## src/rtl/video_timing_if.sv

```systemverilog
// Raster timing bundle between the video timing generator and its neighbours.
// The master side is the generator: it takes vreset/wide and drives the raster pins.
interface video_timing_if;
  logic        vreset;
  logic        wide;
  logic        hs;
  logic        vs;
  logic        de;
  logic [11:0] x;
  logic [10:0] y;
  logic        frame_start;
  logic        locked;

  modport master (
    input  vreset, wide,
    output hs, vs, de, x, y, frame_start, locked
  );

  modport slave (
    output vreset, wide,
    input  hs, vs, de, x, y, frame_start, locked
  );
endinterface

```

## src/rtl/video_timing_gen.sv

```systemverilog
// Free-running raster generator with normal/wide line formats, vreset snapping
// onto pixel (0,0) and a frame-count based lock indicator.
module video_timing_gen #(
  parameter int H_ACTIVE    = 640,
  parameter int H_FP        = 16,
  parameter int H_SYNC      = 96,
  parameter int H_BP        = 48,
  parameter int H_ACTIVE_W  = 768,
  parameter int H_FP_W      = 16,
  parameter int H_SYNC_W    = 96,
  parameter int H_BP_W      = 144,
  parameter int V_ACTIVE    = 480,
  parameter int V_FP        = 10,
  parameter int V_SYNC      = 2,
  parameter int V_BP        = 33,
  parameter bit HS_POL      = 1'b0,
  parameter bit VS_POL      = 1'b0,
  parameter int LOCK_FRAMES = 2
) (
  input  logic           clk,
  input  logic           reset,
  video_timing_if.master vt
);

  localparam logic [11:0] HA_N     = 12'(H_ACTIVE);
  localparam logic [11:0] HS_ON_N  = 12'(H_ACTIVE + H_FP);
  localparam logic [11:0] HS_OFF_N = 12'(H_ACTIVE + H_FP + H_SYNC);
  localparam logic [11:0] HLAST_N  = 12'(H_ACTIVE + H_FP + H_SYNC + H_BP - 1);
  localparam logic [11:0] HA_W     = 12'(H_ACTIVE_W);
  localparam logic [11:0] HS_ON_W  = 12'(H_ACTIVE_W + H_FP_W);
  localparam logic [11:0] HS_OFF_W = 12'(H_ACTIVE_W + H_FP_W + H_SYNC_W);
  localparam logic [11:0] HLAST_W  = 12'(H_ACTIVE_W + H_FP_W + H_SYNC_W + H_BP_W - 1);
  localparam logic [10:0] VA       = 11'(V_ACTIVE);
  localparam logic [10:0] VS_ON    = 11'(V_ACTIVE + V_FP);
  localparam logic [10:0] VS_OFF   = 11'(V_ACTIVE + V_FP + V_SYNC);
  localparam logic [10:0] VLAST    = 11'(V_ACTIVE + V_FP + V_SYNC + V_BP - 1);
  localparam logic [3:0]  LOCK_LAST = 4'(LOCK_FRAMES - 1);

  localparam logic [0:0] ST_UNLOCKED = 1'b0;
  localparam logic [0:0] ST_LOCKED   = 1'b1;

  logic [11:0] hc_r;
  logic [10:0] vc_r;
  logic        wide_q_r;
  logic [0:0]  state_r;
  logic [0:0]  state_nxt_s;
  logic [3:0]  frame_cnt_r;
  logic [3:0]  frame_cnt_nxt_s;

  logic [11:0] ha_s;
  logic [11:0] hs_on_s;
  logic [11:0] hs_off_s;
  logic [11:0] hlast_s;
  logic        h_wrap_s;
  logic        v_wrap_s;
  logic        wide_load_s;
  logic        wide_chg_s;
  logic        misalign_s;

  logic        hs_r;
  logic        vs_r;
  logic        de_r;
  logic        fs_r;
  logic        locked_r;
  logic [11:0] x_r;
  logic [10:0] y_r;

  // Horizontal geometry follows the format latched at the start of the current line.
  always_comb begin
    if (wide_q_r) begin
      ha_s     = HA_W;
      hs_on_s  = HS_ON_W;
      hs_off_s = HS_OFF_W;
      hlast_s  = HLAST_W;
    end else begin
      ha_s     = HA_N;
      hs_on_s  = HS_ON_N;
      hs_off_s = HS_OFF_N;
      hlast_s  = HLAST_N;
    end
  end

  // An aligned vreset is one landing exactly where the raster would wrap to (0,0) anyway.
  assign h_wrap_s    = (hc_r == hlast_s);
  assign v_wrap_s    = h_wrap_s && (vc_r == VLAST);
  assign wide_load_s = h_wrap_s || vt.vreset;
  assign wide_chg_s  = wide_load_s && (vt.wide != wide_q_r);
  assign misalign_s  = vt.vreset && !v_wrap_s;

  // Raster counters and line-format latch.
  always_ff @(posedge clk or posedge reset) begin
    if (reset) begin
      hc_r     <= 12'd0;
      vc_r     <= 11'd0;
      wide_q_r <= 1'b0;
    end else begin
      if (wide_load_s) begin
        wide_q_r <= vt.wide;
      end
      if (vt.vreset) begin
        hc_r <= 12'd0;
        vc_r <= 11'd0;
      end else if (h_wrap_s) begin
        hc_r <= 12'd0;
        vc_r <= v_wrap_s ? 11'd0 : vc_r + 11'd1;
      end else begin
        hc_r <= hc_r + 12'd1;
      end
    end
  end

  // Lock tracking: any correction or format change restarts the clean-frame count.
  always_comb begin
    state_nxt_s     = state_r;
    frame_cnt_nxt_s = frame_cnt_r;
    if (wide_chg_s || misalign_s) begin
      state_nxt_s     = ST_UNLOCKED;
      frame_cnt_nxt_s = 4'd0;
    end else begin
      case (state_r)
        ST_UNLOCKED: begin
          if (v_wrap_s) begin
            if (frame_cnt_r >= LOCK_LAST) begin
              state_nxt_s     = ST_LOCKED;
              frame_cnt_nxt_s = 4'd0;
            end else begin
              frame_cnt_nxt_s = frame_cnt_r + 4'd1;
            end
          end else begin
            frame_cnt_nxt_s = frame_cnt_r;
          end
        end
        ST_LOCKED: begin
          state_nxt_s     = ST_LOCKED;
          frame_cnt_nxt_s = 4'd0;
        end
        default: begin
          state_nxt_s     = ST_UNLOCKED;
          frame_cnt_nxt_s = 4'd0;
        end
      endcase
    end
  end

  // Lock state register.
  always_ff @(posedge clk or posedge reset) begin
    if (reset) begin
      state_r     <= ST_UNLOCKED;
      frame_cnt_r <= 4'd0;
      locked_r    <= 1'b0;
    end else begin
      state_r     <= state_nxt_s;
      frame_cnt_r <= frame_cnt_nxt_s;
      locked_r    <= (state_nxt_s == ST_LOCKED);
    end
  end

  // Pin registers: decode the counter values of the previous cycle.
  always_ff @(posedge clk or posedge reset) begin
    if (reset) begin
      hs_r <= ~HS_POL;
      vs_r <= ~VS_POL;
      de_r <= 1'b0;
      fs_r <= 1'b0;
      x_r  <= 12'd0;
      y_r  <= 11'd0;
    end else begin
      hs_r <= ((hc_r >= hs_on_s) && (hc_r < hs_off_s)) ? HS_POL : ~HS_POL;
      vs_r <= ((vc_r >= VS_ON) && (vc_r < VS_OFF)) ? VS_POL : ~VS_POL;
      de_r <= (hc_r < ha_s) && (vc_r < VA);
      fs_r <= (hc_r == 12'd0) && (vc_r == 11'd0);
      x_r  <= hc_r;
      y_r  <= vc_r;
    end
  end

  assign vt.hs          = hs_r;
  assign vt.vs          = vs_r;
  assign vt.de          = de_r;
  assign vt.x           = x_r;
  assign vt.y           = y_r;
  assign vt.frame_start = fs_r;
  assign vt.locked      = locked_r;

endmodule

```

## src/flat_wrapper.sv

```systemverilog
// flat-port wrapper written by rule: the top's interface ports become plain ports
module video_timing_gen_flat 
#(
  parameter int H_ACTIVE    = 640,
  parameter int H_FP        = 16,
  parameter int H_SYNC      = 96,
  parameter int H_BP        = 48,
  parameter int H_ACTIVE_W  = 768,
  parameter int H_FP_W      = 16,
  parameter int H_SYNC_W    = 96,
  parameter int H_BP_W      = 144,
  parameter int V_ACTIVE    = 480,
  parameter int V_FP        = 10,
  parameter int V_SYNC      = 2,
  parameter int V_BP        = 33,
  parameter bit HS_POL      = 1'b0,
  parameter bit VS_POL      = 1'b0,
  parameter int LOCK_FRAMES = 2
)
  (clk, reset, vt_vreset, vt_wide, vt_hs, vt_vs, vt_de, vt_x, vt_y, vt_frame_start, vt_locked);
  video_timing_if vt_i ();
  input  logic clk;
  input  logic reset;
  input wire logic [$bits(vt_i.vreset)-1:0] vt_vreset;
  input wire logic [$bits(vt_i.wide)-1:0] vt_wide;
  output wire logic [$bits(vt_i.hs)-1:0] vt_hs;
  output wire logic [$bits(vt_i.vs)-1:0] vt_vs;
  output wire logic [$bits(vt_i.de)-1:0] vt_de;
  output wire logic [$bits(vt_i.x)-1:0] vt_x;
  output wire logic [$bits(vt_i.y)-1:0] vt_y;
  output wire logic [$bits(vt_i.frame_start)-1:0] vt_frame_start;
  output wire logic [$bits(vt_i.locked)-1:0] vt_locked;
  assign vt_i.vreset = vt_vreset;
  assign vt_i.wide = vt_wide;
  assign vt_hs = vt_i.hs;
  assign vt_vs = vt_i.vs;
  assign vt_de = vt_i.de;
  assign vt_x = vt_i.x;
  assign vt_y = vt_i.y;
  assign vt_frame_start = vt_i.frame_start;
  assign vt_locked = vt_i.locked;
  video_timing_gen #(.H_ACTIVE(H_ACTIVE), .H_FP(H_FP), .H_SYNC(H_SYNC), .H_BP(H_BP), .H_ACTIVE_W(H_ACTIVE_W), .H_FP_W(H_FP_W), .H_SYNC_W(H_SYNC_W), .H_BP_W(H_BP_W), .V_ACTIVE(V_ACTIVE), .V_FP(V_FP), .V_SYNC(V_SYNC), .V_BP(V_BP), .HS_POL(HS_POL), .VS_POL(VS_POL), .LOCK_FRAMES(LOCK_FRAMES)) u_core (.clk(clk), .reset(reset), .vt(vt_i));
endmodule
```

## config.mk

```make
export PLATFORM = sky130hd
export DESIGN_NAME = video_timing_gen_flat
export DESIGN_NICKNAME = d
export VERILOG_FILES = /design/src/rtl/video_timing_if.sv /design/src/rtl/video_timing_gen.sv /design/src/flat_wrapper.sv
export SDC_FILE = /design/constraint.sdc
export NUM_CORES = 1
export LEC_CHECK = 0
export BUFFER_PORTS_ARGS = -buffer_cell sky130_fd_sc_hd__buf_4
export CAP_MARGIN = 20
export CORE_MARGIN = 2
export CORE_UTILIZATION = 30
export CTS_CLUSTER_DIAMETER = 200
export DETAILED_ROUTE_END_ITERATION = 7
export PLACE_DENSITY = 0.49
export REMOVE_ABC_BUFFERS = 1
export SLEW_MARGIN = 20
export SYNTH_ARGS = -nofsm -noshare
export SYNTH_HDL_FRONTEND = slang
export SYNTH_SLANG_ARGS = --single-unit
export TNS_END_PERCENT = 30
```

## constraint.sdc

```tcl
create_clock -name clk -period 7.4 [get_ports clk]
set_input_delay 0.74 -clock clk [delete_from_list [all_inputs] [get_ports clk]]
set_output_delay 0.74 -clock clk [all_outputs]
set_load 0.02 [all_outputs]
```

After elaboration in Yosys (flattened, before gate mapping)
Cells that the tools add are included.

word-level totals
  output and inout port bits = 28
  logic and storage cells = 58
  register bits = 56
  bits of input ports = 4

cells by class
  equality and inequality tests = 4
  reduce and logical (&&, ||, !) cells = 13
  add/subtract/negate cells = 3
  multiplexer cells = 19
  bitwise gates (word level) = 1
  $lt $le $gt $ge = 7

operator list
  cell                                                                     number
  11-bit two-way mux                                                       3
  9-bit two-way mux                                                        3
  12-bit two-way mux                                                       2
  11-bit by 9-bit < comparator with 1-bit output (second input constant)   2
  12-bit by 1-bit adder with 12-bit output (second input constant)         1
  12-bit by 10-bit == test with 1-bit output                               1
  12-bit by 10-bit >= comparator with 1-bit output                         1
  12-bit zero test                                                         1
  12-bit by 10-bit < comparator with 1-bit output                          1
  12-bit < comparator                                                      1
  4-bit two-way mux                                                        3
  11-bit by 1-bit adder with 11-bit output (second input constant)         1
  11-bit by 10-bit == test with 1-bit output (second input constant)       1
  11-bit by 9-bit >= comparator with 1-bit output (second input constant)  1
  11-bit zero test                                                         1
  8-bit two-way mux                                                        1
  4-bit one-hot mux with 2 select lines                                    1
  1-bit logical AND                                                        7
  1-bit two-way mux                                                        5
  4-bit by 1-bit adder with 4-bit output (second input constant)           1
  4-bit by 1-bit >= comparator with 1-bit output (second input constant)   1
  3-bit by 1-bit != test with 1-bit output (second input constant)         1
  1-bit logical OR                                                         2
  1-bit one-hot mux with 2 select lines                                    1
  4 further kinds                                                          4

Depth between registers and ports, before layout
Gate-level depths: netlist (run 1).

  depth in word-level cells = 7
  gate-level depth with buffers = 8
  depth with buffers taken out = 6

Worst setup path before layout (run 1)
OpenSTA, ideal clock, no wires.

  kind = register -> register
  start = register u_core.wide_q_r
  end = register u_core.state_r
  buffers on the path = 1
  arrival time = 2.448 ns
  period minus slack after synthesis = 2.517 ns
  setup slack = 4.883 ns
  stages on the path, launching flop included = 8
  data required time = 7.331 ns
  setup time = 0.069 ns
  cells stage by stage = dfrtp_1 inv_1 ha_1 or4b_4 a2111o_1 buf_6 or4_1 nand3_1

on the way
  longest elaborated chain between the ends = 7
  elaborated cells on any way between the ends = 12
  classes of those cells = 2 x eq/ne; 4 x mux; 6 x reduce/logical

ends and longest elaborated chain
  what                                                                                line                     text
  from (decl)                                                                         video_timing_gen.sv:44   logic wide_q_r;
  from (signal assigned)                                                              video_timing_gen.sv:98   wide_q_r <= vt.wide;
  branches (longest 6 deep; another with 12-bit by 10-bit == test with 1-bit output)  --
  1-bit two-way mux *                                                                 video_timing_gen.sv:116  if (wide_chg_s || misalign_s) begin
  named net u_core.state_nxt_s                                                        video_timing_gen.sv:46   logic [0:0] state_nxt_s;
  to (signal assigned)                                                                video_timing_gen.sv:152  state_r <= state_nxt_s;
  to (decl)                                                                           video_timing_gen.sv:45   logic [0:0] state_r;

Mark *: on every way through the listed nets, which the timed path passes.
A chain may end at the register's enable or synchronous reset.

Worst setup path after layout (run 1)
  start = register u_core.wide_q_r
  end = register u_core.vc_r[7]

on the way
  longest elaborated chain between the ends = 6
  elaborated cells on any way between the ends = 7
  classes of those cells = 1 x eq/ne; 4 x mux; 2 x reduce/logical

ends and longest elaborated chain
  what                                          line                     text
  8-bit two-way mux *                           video_timing_gen.sv:70   if (wide_q_r) begin
  12-bit by 10-bit == test with 1-bit output *  video_timing_gen.sv:84   assign h_wrap_s = (hc_r == hlast_s);
  1-bit logical AND                             video_timing_gen.sv:85   assign v_wrap_s = h_wrap_s && (vc_r == VLAST);
  11-bit two-way mux                            video_timing_gen.sv:105  vc_r <= v_wrap_s ? 11'd0 : vc_r + 11'd1;
  11-bit two-way mux                            video_timing_gen.sv:103  end else if (h_wrap_s) begin
  11-bit two-way mux                            video_timing_gen.sv:100  if (vt.vreset) begin
  to (signal assigned)                          video_timing_gen.sv:105
  to (decl)                                     video_timing_gen.sv:43   logic [10:0] vc_r;

Every way passes the cells marked *; elsewhere a longest branch is shown, timed or not. The select of a mux whose other input is x is not followed.

==> results by group, run 1 <==
GRT
  • Vias in the first global route: 1644
  • Total grt overflow: 0
  • Maximum number of pins on one net before global-route repair: 57
  • GRT Total Usage: around an eighth
  • Wire length of the first global-routing pass: roughly 8.5 mm
  • Initial antenna violation count: 0

Synthesis
  • Synth Warn #: 0
  • Sequential-to-total area share from yosys stat: 56.7%
  • Asr flop ratio synth: 100%
  • EDFF count, synth: 0
  • Predominant post-synthesis flop cell: dfrtp_1
  • Largest cells by area after synthesis: dfrtp_1, ha_1, nand3_1, nand2_1, nor2_1
  • Syn Area/Cell: around 11 µm²
  • Gate Count Post-Synth: ~230
  • Yosys top cell area share: a little over half
  • Cell area after synthesis: 2470 µm²
  • Post-synth cell types: 39
  • #FFs+latches synth: 56
  • Cell taking the most area after synthesis: dfrtp_1

Placed design
  • Final HPWL from detailed placement: 3.41 mm
  • Inst Count DP: 356
  • Routability Congestion: 0.762
  • PortBufs: 31

Final layout
  • Fill cells: around 840
  • Final-stage net count: ~270
  • Synthesis-to-finish area growth: 17.8%
  • ANT cells: 0
  • Finished Layout Cells: roughly 360
  • Commonest non-fill, non-tap cell in the layout: dfrtp_1
  • Layout cells sized above 1: roughly 18%
  • Most frequent cells in the layout: dfrtp_1, buf_4, nand2_1, nor2_1, nand3_1

Timing
  • Worst slew pin tran: 0.782 ns
  • Max-slew headroom: 47.8%
  • Final setup viols: 0
  • Setup repair after global routing missed its margin: false
  • Final Cycle Share: roughly 40%
  • Fin Clk Skew: just under 0.009 ns
  • Final Max Slew Viols: 0
  • Max Fclk: roughly 340 MHz
  • Crit path time final: just under 3 ns
  • Final hold vios: 0
  • Setup TNS: 0 ns

CTS
  • CTS resizes: 0
  • Worst-path clk slew: 0.10 ns
  • Total CTS buffers: 5
  • Clock Path Buffers: 2
  • Setup bufs post-CTS: 0
  • H-tree Lvls: 2
  • CTS sink cnt: between 50 and 60
  • CTS root buf: clkbuf_8
  • Hold buffers post-CTS: 0
  • Clock latency on the worst-skew pair: 0.30 ns
  • CTS tree: built

Floorplanning
  • Core area: just over 8000 µm²
  • Starting Density: slightly above 30%
  • Die Ht: 94.8 µm
  • Die ar.: between 8000 and 9000 µm²
  • Width of the die: approximately 95 µm
  • Rows: 33
  • Ports: 32

Drt
  • Post-DRT Antenna Nets: 0
  • DRC Markers: 0
  • Initial DRT Pass Iterations: 4
  • WL/cell: about 14 µm
  • Wire length after detailed routing: between 5 and 6 mm
  • DR vias/cell: between 4 and 5
  • Initial DRC count: between 60 and 70
  • Vias: 1778

Worst setup path
  • Startpoint types: register
  • Worst r2r path cells: 6
  • CP arrival: approximately 3.2 ns
  • WS Path Type: reg2reg
  • Max FO, Critical Path: 21
  • Worst path required time: 7.63 ns
  • CP endpoint kind: register

Pwr
  • Maximum vdd drop: a little under 0.00008 V
  • Pwr Density: between 150 and 200 nW/µm²
  • P_leak: roughly 0.0013 µW

Outcome
  • Status: completed

Job
  • Max Cap Viol: 0

Min path
  • Hold Path Stages: 0
  • Hold/Removal Path Class: reg2reg
==> state kept, by name (all words and copies together), names as in the netlist <==
register	flops
u_core.frame_cnt_r	4
u_core.vt.y	11
u_core.vt.vs	1
u_core.wide_q_r	1
u_core.hc_r	12
u_core.vt.hs	1
u_core.vt.frame_start	1
u_core.vt.x	12
u_core.vc_r	11
u_core.vt.de	1
u_core.state_r	1
==> area by class of cell <==
cell class,count,area [µm²],area share [%]
repair buffers,32,240,8.24
clock buffers,6,72.6,2.49
multi-input cells,152,988,33.9
flip-flops and latches,56,1400,48.1
well taps,105,131,4.50
clock inverters,2,38.8,1.33
inverters,11,41.3,1.42
==> worst paths after layout <==
| path | start | end | slack [ns] |
|---|---|---|---|
| max reg2reg | u_core.wide_q_r | u_core.vc_r[7] | 4.48 |
| min reg2reg | u_core.hc_r[1] | u_core.vt.x[1] | 0.49 |
| min in group asynchronous | reset | u_core.hc_r[5] | 0.63 |
| max | u_core.wide_q_r | u_core.vc_r[7] | 4.48 |
| max in group asynchronous | reset | u_core.frame_cnt_r[3] | 6.32 |
| min | u_core.hc_r[1] | u_core.vt.x[1] | 0.49 |
==> layer usage <==
metal / track usage [%] / vias up / wire, µm
met3: 2.31 / 8 / 175
met2: 17.7 / 41 / 2270
met1: 17.8 / 854 / 2580
li1: - / 875 / -
met4: 4.35 / 0 / 89
met5: 0 / - / 0
==> logic make-up after synthesis <==
logic type	synth area share [%]
AND/OR/NAND/NOR	22.0
flip-flops	56.7
AO/OA/AOI/OAI	8.54
buffers and inverters	3.34
XOR/XNOR	3.89
adder cells (fa/ha/maj)	5.06
multiplexers	0.455
==> synth_stat cells, types with 5 or more instances <==
master     n
a21oi_1   12
dfrtp_1   54
a31oi_1    5
or3_1      7
nor2_1    17
xor2_1     6
or4_1      6
clkbuf_1   5
nand2_1   17
nand3_1   16
ha_1      10
nand4_1    5
o21ai_0    6
inv_1     10
xnor2_1    5
==> critical path, cell delays in order, from the launching register on <==
cell,delay (ns)
dfrtp_1,0.45
inv_1,0.09
ha_1,0.32
or4b_4,0.56
a2111o_1,0.67
or4_1,0.58
a31oi_1,0.17
==> power by group <==
group          switching (µW)  internal, µW
clock                    96.8           102
combinational            23.7          13.1
sequential               5.97           312
==> metrics by stage <==
| step | worst slack (ns) | hold slack (ns) | instance area (µm²) | total power (µW) | utilization [%] |
|---|---|---|---|---|---|
| after floorplan | 4.73 | 0.409 | 2430 | 346 | - |
| after global placement | 4.54 | 0.454 | 2810 | 362 | 34.7 |
| after detailed placement | 4.49 | 0.467 | 2810 | 362 | 34.7 |
| after CTS | 4.45 | 0.495 | 2920 | 565 | 36.0 |
| after global routing | 4.31 | 0.514 | 2920 | 582 | 36.0 |
| final | 4.48 | 0.489 | 2920 | 554 | 36.0 |
Note: power is estimated with default switching activity, not from simulation.
==> inputs of run 2 (changes only) <==
==> constraint.sdc (replaced) <==
create_clock -name clk -period 2.93 [get_ports clk]
set_input_delay 0.293 -clock clk [delete_from_list [all_inputs] [get_ports clk]]
set_output_delay 0.293 -clock clk [all_outputs]
set_load 0.02 [all_outputs]
==> run 2 against run 1 <==
  * Register-to-register slack got worse by 4.3 ns
  * Via count increased by 3.7%
  * Maximum frequency increased by 7.2%
  * Largest cell class unchanged
  * Largest power group unchanged
==> results by group, run 2 (synthesized netlist as in run 1, its figures left out) <==
Drt
  • Post-DRT Antenna Nets: 0
  • Wire length after detailed routing: 5.28 mm
  • Vias: between 1500 and 2000
  • WL/cell: between 10 and 15 µm
  • WL met1: around 2.5 mm
  • DRC Markers: 0
  • Met2 wire length: about 2.5 mm
  • Met3 WL: 187 µm
  • Initial DRC count: 90
  • DR vias/cell: approximately 5
  • Top Metal Used: met4
  • Initial DRT Pass Iterations: 4

Worst setup path
  • CP arrival: approximately 3.0 ns
  • R2R Path End: u_core.state_r
  • Delay-heaviest family, CP: simple AND/OR/NAND/NOR gates
  • Crit-path cells: inv_1, ha_1, or4b_4, a2111o_1, buf_4, or4_1, nand3_1
  • FF-to-FF Start: u_core.hc_r[7]
  • Worst r2r path cells: 7
  • Worst path required time: roughly 3.2 ns
  • WS Path Type: reg2reg
  • CP max stage cell: or4b_4
  • Reg-to-reg slack, setup: 0.20 ns
  • Startpoint types: register
  • CP endpoint kind: register
  • Max FO, Critical Path: 11
  • Worst path buffer plus inverter count: 2
  • Worst path max stage delay: 0.56 ns

Floorplanning
  • Rows: 33
  • Die Ht: approximately 95 µm
  • Starting Density: just over 30%
  • Core area: slightly above 8000 µm²
  • Width of the die: around 95 µm
  • Die ar.: about 9000 µm²
  • Ports: 32

CTS
  • Clock Path Buffers: 2
  • CTS resizes: 0
  • Hold buffers post-CTS: 0
  • Clock latency on the worst-skew pair: 0.31 ns
  • CTS tree: built
  • Worst-path clk slew: ~0.10 ns
  • Setup bufs post-CTS: 0
  • H-tree Lvls: 2
  • CTS root buf: clkbuf_8
  • CTS sink cnt: 56
  • Total CTS buffers: 5

Job
  • Max Cap Viol: 0

Pwr
  • Comb pwr share: 7.2%
  • Switching Share: a little under a quarter
  • Tot Pwr: around 1400 µW
  • Maximum vdd drop: about 0.00025 V
  • Switching pwr: 328 µW
  • Clock group share of total power: approximately 36%
  • Internal Power: roughly 1100 µW
  • P_leak: approximately 0.0014 µW
  • Sequential Power Share: 57.0%
  • Pwr Density: between 400 and 500 nW/µm²

Final layout
  • Multi-input combinational cell area: 988 µm²
  • Final-stage net count: between 200 and 300
  • Fill cells: around 840
  • Synthesis-to-finish area growth: 21.1%
  • Final instance area: around 3000 µm²
  • Register area: between 1000 and 1500 µm²
  • ANT cells: 0
  • Finished Layout Cells: approximately 370
  • Most frequent cells in the layout: dfrtp_1, buf_4, nand2_1, nor2_1, nand3_1
  • Commonest non-fill, non-tap cell in the layout: dfrtp_1
  • Layout cells sized above 1: a little over a fifth

GRT
  • Maximum number of pins on one net before global-route repair: 57
  • Initial antenna violation count: 0
  • Total grt overflow: 0
  • Wire length of the first global-routing pass: around 9 mm
  • GRT Total Usage: about 13%
  • Vias in the first global route: 1846

Timing
  • Final hold slack: between 0.03 and 0.04 ns
  • Crit path time final: between 2 and 3 ns
  • Setup TNS: 0 ns
  • Final Max Slew Viols: 0
  • Final setup viols: 0
  • Max Fclk: 367 MHz
  • Max-slew headroom: about three fifths
  • Setup repair after global routing missed its margin: false
  • Final Cycle Share: between 90% and 100%
  • Fin Clk Skew: approximately 0.0065 ns
  • Final hold vios: 0
  • Worst slew pin tran: 0.585 ns

Outcome
  • Status: completed

Placed design
  • DP Area: approximately 2900 µm²
  • PortBufs: 31
  • Final HPWL from detailed placement: between 3 and 4 mm
  • Inst Count DP: ~370
  • Routability Congestion: around 0.83

Min path
  • Hold/Removal Path Class: in2async
==> run 2: cell count changes in the layout (fill, tap and decap cells not counted), sizes merged <==
cell      before  now
clkinv         1    2
buf           32   41
clkbuf         6    5
inv           11   10
clkinvlp       0    1
==> run 2: how the worst max path moves through the flow <==
stage,from,depth (start not counted),to
3_5_place_dp,u_core.wide_q_r,7,u_core.state_r
4_1_cts,u_core.wide_q_r,7,u_core.state_r
3_3_place_gp,u_core.wide_q_r,7,u_core.state_r
2_1_floorplan,u_core.wide_q_r,6,u_core.vc_r[7]
5_1_grt,u_core.wide_q_r,7,u_core.state_r
6_report,u_core.hc_r[7],7,u_core.state_r
==> run 2: final cells by class <==
cell class | instances | share of cell area [%]
Timing Repair Buffer | 41 | 10.7
Inverter | 11 | 1.38
Tap cell | 105 | 4.38
Clock inverter | 3 | 1.42
Clock buffer | 5 | 2.30
Multi-Input combinational cell | 152 | 33.0
Sequential cell | 56 | 46.8
==> run 2: routing by layer <==
metal	GRT usage [%]	vias to the layer above
met5	0	-
met4	4.95	0
met3	2.87	7
met2	19.9	45
met1	17.7	901
li1	-	890
==> run 2: per-stage QoR <==
step | util [%] | setup WS (ns)
floorplan | - | 0.262
global placement | 35.7 | 0.244
detailed placement | 35.7 | 0.208
CTS | 37.0 | 0.180
global route | 37.0 | 0.0646
finish | 37.0 | 0.204
==> run 2: worst register-to-register path: stages, from the launching register on <==
cell and delay, ns:
dfrtp_1 0.39, inv_1 0.09, ha_1 0.25, or4b_4 0.56
a2111o_1 0.56, buf_4 0.24, or4_1 0.50, nand3_1 0.09
==> run 2: power groups by stage <==
| stage | clock network, µW | logic [µW] | registers [µW] |
|---|---|---|---|
| final | 505 | 101 | 803 |
| after CTS | 525 | 104 | 803 |
| after global routing | 554 | 115 | 806 |
| after detailed placement | 0 | 104 | 818 |
| after global placement | 0 | 104 | 818 |
| after floorplan | 0 | 44.6 | 828 |
==> inputs of run 3 (changes only) <==
--- a/config.mk
+++ b/config.mk
@@ -5,6 +5,7 @@
 export SDC_FILE = /design/constraint.sdc
 export NUM_CORES = 1
 export LEC_CHECK = 0
+export ABC_AREA = 1
 export BUFFER_PORTS_ARGS = -buffer_cell sky130_fd_sc_hd__buf_4
 export CAP_MARGIN = 20
 export CORE_MARGIN = 2
==> run 3 against run 2 <==
  * Total power decreased by 0.27%
  * Critical endpoint is now u_core.hc_r[4]
  * Critical path depth increased by 3
  * Hold slack improved by 0.15 ns
  * Highest routed layer unchanged
  * First-iteration DRC count increased by 26%
==> results by group, run 3 <==
Final layout
  • Commonest non-fill, non-tap cell in the layout: dfrtp_1
  • Finished Layout Cells: roughly 420
  • Most frequent cells in the layout: dfrtp_1, nand2_1, inv_1
  • Final-stage net count: between 300 and 400
  • Final instance area: between 3000 and 4000 µm²
  • ANT cells: 0
  • Layout cells sized above 1: approximately 18%
  • Synthesis-to-finish area growth: 17.3%

Synthesis
  • Gate Count Post-Synth: around 280
  • Predominant post-synthesis flop cell: dfrtp_1
  • Cell area after synthesis: between 2000 and 3000 µm²
  • Most frequent cell after synthesis: dfrtp_1
  • Post-synth cell types: 33
  • Yosys top cell area share: ~52%
  • Cell taking the most area after synthesis: dfrtp_1
  • EDFF count, synth: 0
  • #FFs+latches synth: 56
  • Syn Area/Cell: around 9.4 µm²
  • Asr flop ratio synth: 100%
  • Synth cell count leaders: dfrtp_1, nand2_1, inv_1
  • Sequential-to-total area share from yosys stat: 54.1%
  • Synth Warn #: 0
  • Largest cells by area after synthesis: dfrtp_1, nand2_1, inv_1, ha_1, nor2_1

Timing
  • Final setup viols: 0
  • Setup TNS: 0 ns
  • Final Cycle Share: 67.8%
  • Final Max Slew Viols: 0
  • Setup WS post-layout: 0.943 ns
  • Max-slew headroom: 69.0%
  • Crit path time final: a little under 2 ns
  • Final hold vios: 0
  • Fin Clk Skew: approximately 0.0084 ns
  • Max Fclk: about 500 MHz
  • Setup repair after global routing missed its margin: false
  • Worst slew pin tran: ~0.46 ns

Placed design
  • DP Area: 2920 µm²
  • Inst Count DP: between 400 and 500
  • Pre-CTS WS: 0.965 ns
  • Final HPWL from detailed placement: about 3.9 mm
  • Routability Congestion: 0.795
  • PortBufs: 31

Min path
  • Min-delay src: vt_vreset
  • Hold Path Stages: 2
  • Hold/Removal Path Class: in2reg
  • Worst Hold End: u_core.hc_r[11]

Drt
  • Post-DRT Antenna Nets: 0
  • DR vias/cell: around 4.6
  • WL/cell: between 10 and 15 µm
  • Vias: about 1900
  • Wire length after detailed routing: between 5 and 6 mm
  • Initial DRC count: approximately 110
  • Initial DRT Pass Iterations: 4
  • DRC Markers: 0

Worst setup path
  • Max FO, Critical Path: 20
  • Reg-to-reg slack, setup: 0.94 ns
  • CP arrival: around 2.2 ns
  • R2R Path End: u_core.hc_r[4]
  • Worst path required time: 3.12 ns
  • Worst r2r path cells: 10
  • Startpoint types: register
  • CP startpoint: u_core.wide_q_r
  • FF-to-FF Start: u_core.wide_q_r
  • WS Path Type: reg2reg
  • CP endpoint kind: register

GRT
  • Wire length of the first global-routing pass: roughly 9.6 mm
  • Initial antenna violation count: 0
  • Maximum number of pins on one net before global-route repair: 36
  • Vias in the first global route: approximately 1900
  • GRT Total Usage: around 13%
  • Total grt overflow: 0

CTS
  • Worst-path clk slew: 0.10 ns
  • Total CTS buffers: 5
  • Clock latency on the worst-skew pair: approximately 0.31 ns
  • CTS tree: built
  • Setup bufs post-CTS: 0
  • CTS root buf: clkbuf_8
  • H-tree Lvls: 2
  • Clock Path Buffers: 2
  • CTS sink cnt: 56

Job
  • Max Cap Viol: 0

Floorplanning
  • Width of the die: 97.0 µm
  • Die Ht: around 97 µm
  • Ports: 32
  • Core area: between 8000 and 9000 µm²
  • Starting Density: about 31%
  • Die ar.: about 9400 µm²
  • Rows: 33

Pwr
  • Tot Pwr: between 1000 and 1500 µW
  • P_leak: 0.00153 µW
  • Pwr Density: between 400 and 500 nW/µm²
  • Maximum vdd drop: 0.000239 V

Outcome
  • Status: completed
==> run 3: kinds of logic (layout without fill, tap and decap cells) <==
kind of cell / Yosys count / count (layout) / share of synthesized area, %
buffers and inverters: 42 / 77 / 6.89
AOI/OAI and AO/OA: 29 / 29 / 6.27
adders and majority gates: 10 / 10 / 4.82
and+or+nand+nor: 132 / 132 / 25.6
DFF: 56 / 56 / 54.1
xor gates and xnor gates: 7 / 7 / 2.36
==> run 3: what timing repair did <==
action / 4_1_cts / 5_1_grt
hold buffers: 1 / 0
resized for setup: 0 / 0
hold endpoints to repair: 13 / 0
==> run 3: layer usage <==
layer | part of all wire, % | GRT usage [%]
met5 | 0 | 0
met4 | 1.9 | 4.44
met3 | 4.7 | 2.67
met2 | 44 | 18.6
met1 | 49 | 18.1
==> run 3: metrics by stage <==
| stage | hold slack (ns) | utilization (%) |
|---|---|---|
| after floorplan | 0.359 | - |
| after global placement | 0.330 | 35.2 |
| after CTS | 0.172 | 36.7 |
| after detailed placement | 0.344 | 35.2 |
| after global routing | 0.169 | 36.7 |
| final | 0.185 | 36.7 |
==> run 3: worst max-delay path by stage <==
stage / to / depth (start not counted)
floorplan: u_core.hc_r[4] / 10
global placement: u_core.hc_r[4] / 10
detailed placement: u_core.hc_r[4] / 10
CTS: u_core.hc_r[4] / 10
global route: u_core.hc_r[4] / 10
finish: u_core.hc_r[4] / 10
==> run 3: layout make-up <==
| class | instances | area, µm² |
|---|---|---|
| clock buffers | 6 | 72.6 |
| clock inverters | 2 | 38.8 |
| fillers | 834 | 5250 |
| inverters | 36 | 135 |
| multi-input cells | 178 | 1010 |
| flip-flops and latches | 56 | 1400 |
| well taps | 105 | 131 |
| repair buffers | 33 | 250 |
==> run 3: worst max-delay path, stage by stage, from the launching register on <==
cell     delay (ns)
dfrtp_1        0.45
inv_1          0.21
ha_1           0.28
inv_1          0.11
nand2_4        0.08
nor2_8         0.13
nand2_4        0.07
nand2_4        0.22
inv_2          0.14
o21ai_0        0.10
a21oi_1        0.06
==> run 3: report_power, final <==
group / total, µW / switching (µW) / internal (µW)
combinational: 85.2 / 57.4 / 27.8
clock: 521 / 262 / 259
sequential: 798 / 13.1 / 785
